File: src/rtl/div_pkg.sv
// Shared definitions for the div_64_32 restoring divider: FSM state encoding and default width.
package div_pkg;

  localparam int DIV_W = 32;

  typedef enum logic [1:0] {
    IDLE = 2'd0,
    CALC = 2'd1,
    DONE = 2'd2
  } div_state_e;

endpackage

File: src/rtl/div_step.sv
// One restoring-division iteration: shift in the next dividend bit, then conditionally subtract the divisor.
module div_step
  import div_pkg::*;
#(
  parameter int W = DIV_W
) (
  input  logic [W:0]   i_rem,
  input  logic         i_bit,
  input  logic [W-1:0] i_div,
  output logic [W:0]   o_rem,
  output logic         o_qbit
);

  logic [W+1:0] w_shift;
  logic [W:0]   w_sub;
  logic         w_ge;

  // The subtraction only needs W+1 bits because it is used only when the shifted value is >= divisor.
  assign w_shift = {i_rem, i_bit};
  assign w_ge    = (w_shift >= {2'b00, i_div});
  assign w_sub   = w_shift[W:0] - {1'b0, i_div};
  assign o_rem   = w_ge ? w_sub : w_shift[W:0];
  assign o_qbit  = w_ge;

endmodule

File: src/rtl/div_64_32.sv
// Sequential 2W/W unsigned restoring divider producing one quotient bit per cycle.
// Optional feature: define DIV_OVERFLOW_CHECK_EN to flag divide-by-zero/overflow at start and skip iteration.
module div_64_32
  import div_pkg::*;
#(
  parameter int W = DIV_W
) (
  input  logic           clk,
  input  logic           reset,
  input  logic           start,
  input  logic [2*W-1:0] a,
  input  logic [W-1:0]   b,
  output logic           busy,
  output logic           done,
  output logic [W-1:0]   q,
  output logic [W-1:0]   r,
  output logic           err
);

  localparam int CW = $clog2(W + 1);
  localparam logic [CW-1:0] LAST_CNT = CW'(W);

  div_state_e     r_state;
  div_state_e     w_next;
  logic [W:0]     r_rem;
  logic [W-1:0]   r_lo;
  logic [W-1:0]   r_div;
  logic [W-1:0]   r_quo;
  logic [W-1:0]   r_q;
  logic [W-1:0]   r_r;
  logic [CW-1:0]  r_cnt;
  logic [W:0]     w_rem_next;
  logic           w_qbit;
  logic           w_cnt_last;
  logic           w_start_err;

`ifdef DIV_OVERFLOW_CHECK_EN
  logic r_err;
  assign w_start_err = (b == '0) || (a[2*W-1:W] >= b);
  assign err         = r_err;
`else
  assign w_start_err = 1'b0;
  assign err         = 1'b0;
`endif

  assign w_cnt_last = (r_cnt == LAST_CNT);

  div_step #(.W(W)) u_step (
    .i_rem  (r_rem),
    .i_bit  (r_lo[W-1]),
    .i_div  (r_div),
    .o_rem  (w_rem_next),
    .o_qbit (w_qbit)
  );

  always_ff @(posedge clk) begin
    if (!reset) r_state <= IDLE;
    else        r_state <= w_next;
  end

  always_comb begin
    w_next = r_state;
    case (r_state)
      IDLE, DONE: if (start) w_next = w_start_err ? DONE : CALC;
      CALC:       if (w_cnt_last) w_next = DONE;
      default:    w_next = IDLE;
    endcase
  end

  always_comb begin
    busy = (r_state == CALC);
    done = (r_state == DONE);
    q    = r_q;
    r    = r_r;
  end

  // CALC spends W cycles iterating and one more cycle publishing, so outputs never show partial results.
  always_ff @(posedge clk) begin
    if (!reset) begin
      r_rem <= '0;
      r_lo  <= '0;
      r_div <= '0;
      r_quo <= '0;
      r_cnt <= '0;
      r_q   <= '0;
      r_r   <= '0;
`ifdef DIV_OVERFLOW_CHECK_EN
      r_err <= 1'b0;
`endif
    end else begin
      case (r_state)
        IDLE, DONE: begin
          if (start) begin
            r_rem <= {1'b0, a[2*W-1:W]};
            r_lo  <= a[W-1:0];
            r_div <= b;
            r_quo <= '0;
            r_cnt <= '0;
`ifdef DIV_OVERFLOW_CHECK_EN
            if (w_start_err) begin
              r_q   <= '1;
              r_r   <= a[W-1:0];
              r_err <= 1'b1;
            end
`endif
          end
        end
        CALC: begin
          if (w_cnt_last) begin
            r_q <= r_quo;
            r_r <= r_rem[W-1:0];
`ifdef DIV_OVERFLOW_CHECK_EN
            r_err <= 1'b0;
`endif
          end else begin
            r_rem <= w_rem_next;
            r_lo  <= {r_lo[W-2:0], 1'b0};
            r_quo <= {r_quo[W-2:0], w_qbit};
            r_cnt <= r_cnt + 1'b1;
          end
        end
        default: ;
      endcase
    end
  end

endmodule

File: config.mk
export PLATFORM = sky130hd
export DESIGN_NAME = div_64_32
export DESIGN_NICKNAME = d
export VERILOG_FILES = /design/src/rtl/div_pkg.sv /design/src/rtl/div_step.sv /design/src/rtl/div_64_32.sv
export SDC_FILE = /design/constraint.sdc
export NUM_CORES = 1
export LEC_CHECK = 0
export ABC_AREA = 1
export CAP_MARGIN = 10
export CORE_MARGIN = 4
export CORE_UTILIZATION = 55
export CTS_CLUSTER_SIZE = 20
export DETAILED_ROUTE_END_ITERATION = 7
export MAX_ROUTING_LAYER = met4
export PLACE_DENSITY = 0.84
export REMOVE_ABC_BUFFERS = 1
export SYNTH_ARGS = -nofsm -noshare
export SYNTH_HDL_FRONTEND = slang
export SYNTH_SLANG_ARGS = --single-unit
File: constraint.sdc
create_clock -name clk -period 2.3 [get_ports clk]
set_input_delay 0.575 -clock clk [delete_from_list [all_inputs] [get_ports clk]]
set_output_delay 0.575 -clock clk [all_outputs]
set_load 0.005 [all_outputs]
==> results of run 1 <==
final cells by class:
type                            count  area (sq um)
Inverter                          209           785
Sequential cell                   201          4020
Clock inverter                      5          50.0
Timing Repair Buffer              211          2100
Tap cell                          260           325
Clock buffer                       28           562
Fill cell                        1603          5450
Multi-Input combinational cell   1108          5540
power by group through the flow:
stage               clock (mW)  combinational (mW)  sequential [mW]
floorplan                    0                2.19             3.82
global placement             0                3.32             3.84
detailed placement           0                3.35             3.85
CTS                       3.19                3.39             3.78
global route              3.32                3.89             3.81
finish                    3.15                3.49             3.79
how the worst min path moves through the flow:
stage | start | to | cells past startpoint
after floorplan | r_div[10]$_SDFFE_PN0P_ | r_div[10]$_SDFFE_PN0P_ | 2
after global routing | r_div[6]$_SDFFE_PN0P_ | r_div[6]$_SDFFE_PN0P_ | 2
after CTS | r_div[7]$_SDFFE_PN0P_ | r_div[7]$_SDFFE_PN0P_ | 2
final | r_div[25]$_SDFFE_PN0P_ | r_div[25]$_SDFFE_PN0P_ | 2
after global placement | r_div[7]$_SDFFE_PN0P_ | r_div[7]$_SDFFE_PN0P_ | 2
after detailed placement | r_div[7]$_SDFFE_PN0P_ | r_div[7]$_SDFFE_PN0P_ | 2
cell usage in the layout (no fill, tap or decap), types with 20 or more instances in the layout:
master           Yosys  layout
clkbuf_16            0      21
inv_1              200     198
nand3_1             92      90
buf_4                2      39
o21ai_0            161     161
nand2_2             11      20
nor2_1             121     115
ha_1                34      25
dfxtp_1            201     201
nand2_1            415     406
a21oi_1            173     170
a31oi_1             31      31
clkdlybuf4s50_1      0     163
sequential cells by signal, summed over array words and instances, names as in the netlist:
register and cells:
q 32, r 32, r_cnt 6, r_div 32, r_lo 32, r_quo 32, r_rem 33, r_state 2
metal layers:
layer	part of all wire (%)	routed length, microns	global-route usage (%)	vias to the layer above
met4	2.5	783	7.92	0
met5	0	0	-	-
met2	48	15000	47.2	325
met1	43	13600	37.1	4913
li1	-	-	-	5428
met3	6.2	1960	4.75	55
cells by family after synthesis:
kind of cell	Yosys count	synth area share [%]
other cells	1	0.0353
simple gates	682	27.0
fa+ha+maj	35	4.20
buf+inv	294	11.2
xor+xnor	15	1.24
flops	201	37.9
compound gates	375	18.4
worst register-to-register path, delay by kind of cell (launching register included):
family	cells	cell delay (ns)
and+or+nand+nor	7	0.73
adders and majority gates	2	0.58
DFF	1	0.31
buffers and inverters	3	0.29
AOI/OAI and AO/OA	2	0.26
through the flow:
step / total power [mW] / util [%] / hold slack [ns]
final: 10.4 / 71.1 / 0.461
after floorplan: 6.01 / - / 0.433
after CTS: 10.4 / 70.2 / 0.461
after global routing: 11.0 / 71.1 / 0.474
after global placement: 7.16 / 66.9 / 0.444
after detailed placement: 7.20 / 66.9 / 0.452
repair_timing:
action,CTS,global route
hold buffers,0,0
pin swaps,1,5
hold endpoints to repair,0,0
resized for setup,1,31
setup buffers,1,2
setup endpoints to repair,2,33
==> qor.yml, run 1 <==
min_path_type: "reg2reg"
synth_seq_cells: 201
cap_viol_max_count: 0
cp-start-kind: "flop"
synth_top_cell_area_share_pct: 37.9
ys_dominant_reg_cell: "dfxtp_1"
skew_ns: 0.0204
crit_required_ns: 1.73
cts_root_buf: "clkbuf_16"
diodes: 0
synth_top_area_cell: "dfxtp_1"
tritoncts: "built"
grt_usage_pct: 28.8
final_area_sq_mm: 0.0134
critical_path.max_fanout: 3
cp_data_arrival_time_ns: 1.67
timing.rr.start: "r_lo[31]$_SDFFE_PN0P_"
critical-path-top-delay-family: "buffers and inverters"
intPower_mw: 6.82
worstSetupStartpoint: "r_state[0]$_SDFFE_PN0P_"
clk_pin_slew_ns: 0.06
syn_area_sq_mm: 0.0106
switching_share_pct: 34.6
synthCells: 1603
core-area_sq_mm: 0.0188
synth_edf_count: 0
final.setup.worst_slack_ns: 0.0508
synth.top_cells.by_count: "nand2_1 (415), dfxtp_1 (201), inv_1 (200)"
stdcell_count: 2022
viasPerCell: 5.30
timing.rr.end: "r_rem[2]$_SDFFE_PN0P_"
maxSlewViolCount: 0
rows: 50
tightest_slew_ns: 0.728
finalHoldViolations: 0
grt_overflow_total: 0
period_share_pct: 97.8
vias: 10721
drc: 0
rr_worst_depth: 14
die_area_sq_mm: 0.0216
die_height_microns: 147
setup_viol: 0
fin_crit_ns: 2.25
max_freq_ghz: 0.445
power_density_mw_per_mm2: 779
drt_first_pass_iters: 5
clock_latency_ns: 0.50
critical_path.slowest_cell: "clkdlybuf4s50_1"
clock_sinks: 201
synth_cell_type_count: 36
synth.most_common_cell: "nand2_1"
cp-end-kind: "output pin"
critPathKind: "reg2out"
synth_area_leaders: "dfxtp_1 (38%), nand2_1 (15%), a21oi_1 (8.2%)"
synthArstFlopShare_pct: 0
io_pins: 166
grt_pass1_vias: 10244
first_iter_violations: 636
cp.buffers_inverters: 2
crit_chain: "inv_1, nor2_4, clkdlybuf4s50_1"
relSlewSlack_pct: 51.5
drive_above_1_share_pct: 8.46
netSwitchingPower_mw: 3.61
cts_inserted_buffers: 21
vdd_drop_max_uv: 586
crit_end: "busy"
power_frac_clock_pct: 30.2
path_depth: 3
p_comb_share_pct: 33.5
area_delta_synth_final_pct: 26.1
dpl_cell_area_sq_mm: 0.0126
final_antenna_net_count: 0
yosys_warnings: 0
finalWirelength_mm: 31.3
antenna_found_initial: 0
grt_max_degree: 78
post-place-ws_ns: 0.0559
start_util_pct: 56.4
dp_hpwl_mm: 22.4
run_status: "completed"
finish.net_count: 1886
p_leak_nw: 6.04
seq_power_share_pct: 36.3
cts_buffer_depth: 3
htreeDepth: 1
slowest_delay_ns: 0.55
die-width_microns: 147
ys_seq_area_share_pct: 37.9
place_congestion: 0.965
avgRoutedWirePerCell_microns: 15.5
tns_ns: 0
dpl.cell_count: 1986
syn_area_per_cell_sq_um: 6.62
numPortBuffers: 164
rrSetupSlack_ns: 0.06
grt_pass1_wl_mm: 50.8
(Power assumes the default switching activity.)
==> run 2: changes to the inputs <==
CORE_MARGIN = unset   (was 4)
==> qor.yml, run 2 (same netlist as run 1, synthesis figures left out) <==
run_status: "completed"
intPower_mw: 7.25  # +6.3%
multi_input_area_sq_mm: 0.00556  # +0.27%
cp_data_arrival_time_ns: 1.69  # +0.02 ns
tritoncts: "built"
tns_ns: 0  # unchanged
drive_above_1_share_pct: 9.37  # +0.92 points
cp-start-kind: "flop"
met2WireLength_mm: 15.2  # +1.6%
grt_pass1_vias: 10470  # +2.2%
clk_pin_slew_ns: 0.06  # about the same
viasPerCell: 5.33  # +0.62%
netSwitchingPower_mw: 3.74  # +3.7%
timing.rr.end: "r_rem[19]$_SDFFE_PN0P_"
first_iter_violations: 623  # -2.0%
die_area_sq_mm: 0.0199  # -8.0%
power_density_mw_per_mm2: 807  # +3.6%
power_frac_clock_pct: 32.4  # +2.2 points
grt_overflow_total: 0  # unchanged
avgRoutedWirePerCell_microns: 15.5  # -0.16%
grt_usage_pct: 32.5  # +3.7 points
grt_max_degree: 72  # -7.7%
whs_ns: 0.459  # -0.00212 ns
clock_latency_ns: 0.50  # about the same
top_layer_used: "met4"
p_leak_nw: 6.16  # +2.0%
vias: 10899  # +1.7%
numPortBuffers: 164  # unchanged
wl_met1_mm: 13.7  # +0.27%
cp-end-kind: "output pin"
cts_root_buf: "clkbuf_16"
fin_util_pct: 72.3  # +1.3 points
maxSlewViolCount: 0  # unchanged
critical_path.max_fanout: 3  # unchanged
cts_inserted_buffers: 22  # +4.8%
clock_sinks: 201  # unchanged
finalHoldViolations: 0  # unchanged
final_antenna_net_count: 0  # unchanged
p_comb_share_pct: 33.1  # -0.4 points
wl_met3_mm: 2.11  # +7.9%
worstHoldPathCells: 2  # unchanged
dp_hpwl_mm: 22.2  # -0.79%
min_from: "r_div[18]$_SDFFE_PN0P_"
cap_viol_max_count: 0  # unchanged
cts_buffer_depth: 3  # unchanged
fin_crit_ns: 2.26  # +0.0140 ns
relSlewSlack_pct: 50.7  # -0.73 points
regMostFlops: "r_rem"
fillCellCount: 1573  # -1.9%
drc: 0  # unchanged
final_common_cell: "nand2_1"
area_delta_synth_final_pct: 28.4
seq_area_sq_mm: 0.00403  # about the same
holdPathEnd: "r_div[18]$_SDFFE_PN0P_"
rows: 50  # unchanged
finish.net_count: 1900  # +0.74%
grt_setup_unrepaired: "true"
min_path_type: "reg2reg"
layout_common_cells: "nand2_1 (407), dfxtp_1 (200), inv_1 (199)"
seq_power_share_pct: 34.5  # -1.8 points
core-area_sq_mm: 0.0188  # unchanged
vdd_drop_max_uv: 496  # -15%
drt_first_pass_iters: 5  # unchanged
die-width_microns: 141  # -4.1%
die_height_microns: 141  # -4.1%
switching_share_pct: 34.1  # -0.56 points
crit_required_ns: 1.73  # about the same
rr_worst_depth: 16  # +2
holdBufCountCts: 0  # unchanged
rrSetupSlack_ns: 0.14  # +0.08 ns
tightest_slew_ns: 0.739  # +0.0109 ns
period_share_pct: 98.4  # +0.61 points
start_util_pct: 56.4  # unchanged
setup_viol: 0  # unchanged
antenna_found_initial: 1  # +1
largest_reg_flops: 33  # unchanged
grt_pass1_wl_mm: 50.8  # unchanged
timing.rr.start: "r_div[25]$_SDFFE_PN0P_"
io_pins: 166  # unchanged
max_freq_ghz: 0.442  # -0.62%
place_congestion: 0.975  # +1.0%
critPathKind: "reg2out"
finalWirelength_mm: 31.6  # +0.88%
skew_ns: 0.00703  # -0.0134 ns
htreeDepth: 1  # unchanged
[run 2: changes by cell type in the layout (fill, tap and decap cells not counted), moves of 3 or more]
cell,before,now
nand2_2,20,16
nor2_4,3,7
nor2_2,15,12
nand2_4,2,5
buf_4,39,51
[run 2: how the worst max path moves through the flow]
stage	startpoint	endpoint	slack, ns
after detailed placement	start	r_lo[20]$_SDFFE_PN0P_	0.06
after global routing	r_state[0]$_SDFFE_PN0P_	busy	-0.04
after floorplan	r_state[0]$_SDFFE_PN0P_	q[0]$_SDFFE_PN0P_	-2.70
final	r_state[0]$_SDFFE_PN0P_	busy	0.04
after global placement	r_div[29]$_SDFFE_PN0P_	r_rem[2]$_SDFFE_PN0P_	0.09
after CTS	r_state[0]$_SDFFE_PN0P_	busy	0.02
[run 2: metrics by stage]
stage | instance area (sq um) | cells | setup WS, ns | power, mW
final | 13600 | 2043 | 0.0368 | 11.0
after global routing | 13600 | 2043 | -0.0422 | 11.6
after CTS | 13400 | 2041 | 0.0222 | 10.9
after detailed placement | 12700 | 2000 | 0.0587 | 7.30
after global placement | 12700 | 2000 | 0.0931 | 7.26
after floorplan | 10200 | 1518 | -2.70 | 6.01
[run 2: critical path, stage by stage, from the launching register on]
cell	delay [ns]
dfxtp_1	0.36
inv_1	0.08
nor2_4	0.20
clkdlybuf4s50_1	0.55
[run 2: power by group through the flow]
stage	combinational (mW)	clock, mW	sequential [mW]
4_1_cts	3.48	3.60	3.78
6_report	3.64	3.57	3.79
3_5_place_dp	3.45	0	3.85
5_1_grt	4.02	3.78	3.81
2_1_floorplan	2.19	0	3.82
3_3_place_gp	3.41	0	3.85
[run 2: layer usage]
| metal | global-route usage, % | vias to the layer above |
|---|---|---|
| met2 | 56.0 | 383 |
| met5 | - | - |
| li1 | - | 5452 |
| met3 | 4.79 | 51 |
| met4 | 7.72 | 0 |
| met1 | 40.0 | 5013 |
[run 2: layout make-up]
class                   instances  area share [%]
repair buffers                224            16.1
flip-flops and latches        201            29.6
clock inverters                 9           0.744
clock buffers                  31            4.67
well taps                     260            2.39
inverters                     209            5.76
diodes                          1          0.0184
multi-input cells            1108            40.8
[run 2: repair_timing]
item	CTS	global route
hold endpoints to repair	0	0
setup buffers	1	1
gates resized for setup	0	39
pin swaps	1	4
cloned	0	0
setup endpoints to repair	1	29
